==> src/rtl/bus_arbiter.sv <==
// Round-robin owner of a registered shared bus: hold limit per tenure while others wait,
// and one dead turnaround cycle on every handover.
module bus_arbiter #(
  parameter int N        = 4,
  parameter int DW       = 8,
  parameter int MAX_HOLD = 4,
  localparam int OW      = (N > 1) ? $clog2(N) : 1
) (
  input  logic            clk,
  input  logic            rstb,
  input  logic [N-1:0]    req,
  input  logic [N*DW-1:0] wdata,
  output logic [N-1:0]    gnt,
  output logic [OW-1:0]   owner,
  output logic [DW-1:0]   bus,
  output logic            bus_valid
);

  typedef enum logic [1:0] {IDLE, OWN, TURN} state_t;

  state_t          state_q, state_d;
  logic [N-1:0]    gnt_d;
  logic [OW-1:0]   owner_d;
  logic [OW-1:0]   last_q, last_d;
  logic [7:0]      cnt_q, cnt_d;
  logic [7:0]      cnt_inc;
  logic [DW-1:0]   bus_d;
  logic            bus_valid_d;
  logic            found;
  logic [OW-1:0]   win;
  logic [OW-1:0]   cand;
  logic            others;

  // First requester after the last owner, wrapping modulo N
  always_comb begin
    found = 1'b0;
    win   = '0;
    cand  = '0;
    for (int k = 1; k <= N; k++) begin
      cand = OW'((int'(last_q) + k) % N);
      if (!found && req[cand]) begin
        found = 1'b1;
        win   = cand;
      end
    end
  end

  assign others  = |(req & ~({{(N-1){1'b0}}, 1'b1} << owner));
  assign cnt_inc = cnt_q + 8'd1;

  always_comb begin
    state_d     = state_q;
    gnt_d       = gnt;
    owner_d     = owner;
    last_d      = last_q;
    cnt_d       = cnt_q;
    bus_d       = bus;
    bus_valid_d = 1'b0;
    case (state_q)
      IDLE, TURN: begin
        gnt_d = '0;
        if (found) begin
          state_d      = OWN;
          gnt_d[win]   = 1'b1;
          owner_d      = win;
          cnt_d        = '0;
        end else begin
          state_d = IDLE;
        end
      end
      OWN: begin
        if (!req[owner]) begin
          state_d = TURN;
          gnt_d   = '0;
          last_d  = owner;
        end else begin
          bus_d       = wdata[int'(owner)*DW +: DW];
          bus_valid_d = 1'b1;
          // With nobody waiting the limit simply restarts instead of forcing a gap
          if (cnt_inc == 8'(MAX_HOLD)) begin
            if (others) begin
              state_d = TURN;
              gnt_d   = '0;
              last_d  = owner;
            end else begin
              cnt_d = '0;
            end
          end else begin
            cnt_d = cnt_inc;
          end
        end
      end
      default: begin
        state_d = IDLE;
        gnt_d   = '0;
      end
    endcase
  end

  always_ff @(posedge clk or negedge rstb) begin
    if (!rstb) begin
      state_q   <= IDLE;
      gnt       <= '0;
      owner     <= '0;
      last_q    <= OW'(N - 1);
      cnt_q     <= '0;
      bus       <= '0;
      bus_valid <= 1'b0;
    end else begin
      state_q   <= state_d;
      gnt       <= gnt_d;
      owner     <= owner_d;
      last_q    <= last_d;
      cnt_q     <= cnt_d;
      bus       <= bus_d;
      bus_valid <= bus_valid_d;
    end
  end

endmodule

==> config.mk <==
export PLATFORM = sky130hd
export DESIGN_NAME = bus_arbiter
export DESIGN_NICKNAME = d
export VERILOG_FILES = /design/src/rtl/bus_arbiter.sv
export SDC_FILE = /design/constraint.sdc
export NUM_CORES = 1
export LEC_CHECK = 0
export ABC_AREA = 1
export CAP_MARGIN = 20
export CORE_MARGIN = 2
export CORE_UTILIZATION = 36
export DETAILED_ROUTE_END_ITERATION = 10
export PLACE_DENSITY_LB_ADDON = 0.05
export SLEW_MARGIN = 20
export SYNTH_ARGS = -nofsm -noshare
export SYNTH_HDL_FRONTEND = slang
export SYNTH_SLANG_ARGS = --single-unit
==> constraint.sdc <==
create_clock -name clk -period 1.95 [get_ports clk]
set_input_delay 0.39 -clock clk [delete_from_list [all_inputs] [get_ports clk]]
set_output_delay 0.39 -clock clk [all_outputs]
set_load 0.02 [all_outputs]
==> results.md <==
* Critical path fanouts, max at 10
* NetSw at 1.77 mW
* Max_slew headroom at 0.757
* Status: finished clean
* Worst Tran Pin Value at approximately 0.36 ns
* Critical-path top delay cell: clkdlybuf4s50_1
* RePlAce Congestion at 0.808
* Leading register cell type out of synthesis: dfrtp_1
* CTS Sinks at 27
* Number of synthesized flops with an enable pin at 0
* Leakage power at approximately 1.2 nW
* Post-route worst setup slack at between 0.1 and 0.15 ns
* Worst setup path category: reg -> out
* Layout Nets at 377
* VDD IR-drop max at between 700 and 800 uV
* Count leader, synth: nand2_1
* Clock Tree Buf Depth at 2
* WL final at 4740 um
* Fin Clk Skew at about 0.0054 ns
* Worst Path Arrival at around 1.4 ns
* Max Cap Viol at 0
* Synthesized instance count at approximately 270
* Sw Share at 0.475
* P per Cell Area at 1450 nW/um^2
* Area of the multi-input gates at a little under 1000 um^2
* Count of input and output buffers at 52
* Chip width at ~75 um
* Worst Hold Class: in -> async
* Initial core utilization at 0.381
* RSZ-0062 raised after global routing: no
* Internal Power at ~2.0 mW
* Root Buffer: clkbuf_8
* Clock H-tree levels at 1
* Vias in the first global route at around 1900
* Sequential Power Share at 0.255
* Cell family with most CP delay: buffers and inverters
* First-pass GRT wire length at about 8000 um
* Sequential area share after synthesis at 0.370
* Initial detailed-routing violation count at 90
* Crit start category: flop
* ANT cells at 0
* Clk pwr share at 0.088
* Syn nets at 311
* Cell taking the most area after synthesis: dfrtp_1
* Final Critical Period at between 1.5 and 2 ns
* Initial antenna violation count at 0
* Largest net degree at the start of global routing at 28
* Yosys reg bits at 27
* Fin crit share at 0.925
* Asr flop ratio synth at 1.00
* Storage element area at about 680 um^2
* Syn. warnings at 0
* Drc violations at 0
* Post-synthesis xor/xnor area fraction at 0.00955
* Synth Cell Area at roughly 1800 um^2
* Layout fillers at roughly 520
* Antenna Nets Post-Route at 0
* FP Rows at 25
* CORE AREA at 4820 um^2
* Dpl ws at -0.0412 ns
* Final count of negative-setup-slack endpoints at 0
* TritonCTS clock tree: built
* Synth top area share at 0.341
* Slew Viols, Final at 0
* # IOs at 53
* Cts bufs inserted at 3
* Post-cts hold buffer count at 0
* Netlist cell types at 26
* Layout cells sized above 1 at 0.116
* Routed wire per std cell at ~12 um
* Pre-Repair DR Iteration Count at 4
* Logic pwr share at 0.657
* Vias/cell at approximately 4.8
* Area contributors post-synth: dfrtp_1 34%, nand2_1 19%, nand3_1 14%, inv_1 4.9%, nor2_1 3.9%
* Final Hold Vio Count at 0
* Via Count at about 1900
* Crit path capture type: output port
* Post-DP HPWL at 3760 um
* Chip Height at roughly 75 um
* Synth cell count leaders: 94 x nand2_1, 50 x nand3_1, 25 x dfrtp_1, 24 x inv_1, 19 x nor2_1
* Worst-path clk slew at around 0.10 ns
* Area grow syn2layout at 40.2%
* Max Clk Rate at ~0.55 GHz
* GR Overflow Total at 0
* Worst path max stage delay at about 0.64 ns
* Synth Area in Simple Gates at 0.457
* Fraction of the mapped netlist area in compound gates at 0.0607
* Die area at 5680 um^2
* Largest family of logic cells by synthesized area: simple AND/OR/NAND/NOR gates
* Synth Area per Inst at between 6 and 7 um^2
* Buf+Inv Stages, Crit Path at 1
* Total track usage at 0.180
* Worst skew pair latency at between 0.2 and 0.3 ns
* Total power draw at roughly 3.7 mW
* Adder-cell share of the synthesized area at 0.00682
* CP Data Required Time at ~1.6 ns
* Cell Chain, Critical Path: clkdlybuf4s50_1
* Post-synthesis mux area share at 0
==> worst reg2reg max path, stage by stage, from the launching register on <==
cell	delay, ns
dfstp_2	0.58
inv_2	0.08
nand2_1	0.06
nand2_1	0.09
nand2_1	0.10
nand2_1	0.08
nor2_2	0.10
nand3_1	0.11
nand2_2	0.14
buf_4	0.18
nand3_1	0.09
nand2_1	0.07
==> registers in the layout, summed over array words and instances, names as in the netlist <==
signal     cells
owner          2
state_q        2
cnt_q          8
gnt            4
bus            8
bus_valid      1
last_q         2
==> routing by layer <==
| layer | vias to the layer above | routed length, um | GRT usage |
|---|---|---|---|
| met2 | 41 | 2340 | 0.329 |
| met4 | 0 | 23 | 0.0234 |
| met3 | 4 | 225 | 0.0397 |
| met1 | 868 | 2160 | 0.222 |
| met5 | - | 0 | 0 |
| li1 | 1012 | - | - |
==> logic make-up (layout without fill, tap and decap cells) <==
group,after synthesis,count (layout)
buffers and inverters,37,102
xor gates and xnor gates,2,2
AOI/OAI and AO/OA,19,19
DFF,27,27
and+or+nand+nor,186,186
adders and majority gates,1,1
==> cell usage in the layout, fill, tap and decap left out <==
master / count
nand4_1: 4
nand2_2: 2
and3_1: 8
nand2_1: 93
o21ai_1: 2
o22ai_1: 2
dfrtp_1: 24
nor2_2: 4
nand2_4: 2
nand3_1: 50
o21ai_0: 1
nor2_1: 19
a31oi_1: 9
buf_12: 1
inv_2: 3
dfrtp_2: 1
buf_4: 18
a22oi_1: 1
nand3_2: 1
xnor2_1: 2
inv_1: 24
clkbuf_1: 1
dfstp_2: 2
nor2_4: 2
a21oi_1: 4
clkdlybuf4s50_1: 52
ha_1: 1
nor3b_1: 1
clkbuf_8: 3
==> cell type report <==
cell class	count	share of cell area
clock buffers	4	0.0175
inverters	27	0.0394
multi-input cells	208	0.384
flip-flops and latches	27	0.264
well taps	67	0.0326
repair buffers	71	0.263
==> power groups by stage <==
stage | clock network, mW | logic, mW | registers, mW
after CTS | 0.336 | 2.44 | 0.958
after floorplan | 0 | 1.47 | 1.07
after global routing | 0.364 | 2.76 | 0.983
after detailed placement | 0 | 2.43 | 0.965
after global placement | 0 | 2.43 | 0.971
final | 0.327 | 2.45 | 0.952
==> stage by stage <==
step / setup TNS [ns] / hold slack (ns) / utilization / cells / cell area [um^2]
CTS: 0 / 0.482 / 0.529 / 402 / 2550
global route: 0 / 0.518 / 0.534 / 404 / 2570
global placement: -0.141 / 0.456 / 0.520 / 398 / 2500
detailed placement: -0.322 / 0.459 / 0.520 / 398 / 2500
finish: 0 / 0.478 / 0.534 / 404 / 2570
floorplan: 0 / 0.0944 / - / 272 / 1830
==> final timing paths <==
| kind | endpoint | slack [ns] | from | cells past startpoint |
|---|---|---|---|---|
| max | owner[0] | 0.15 | owner[0] | 1 |
| min reg2reg | gnt[1] | 0.48 | gnt[1] | 2 |
| min | gnt[0] | 0.48 | rstb | 2 |
| min in group clk | gnt[1] | 0.48 | gnt[1] | 2 |
| max in group asynchronous | last_q[0] | 1.16 | rstb | 2 |
| max reg2reg | cnt_q[2] | 0.21 | last_q[0] | 11 |
==> what timing repair did <==
item | in CTS | in global routing
buffers inserted | 0 | 2
setup endpoints to repair | 0 | 10
resized for setup | 0 | 3
Power figures use the tool's default switching activity.
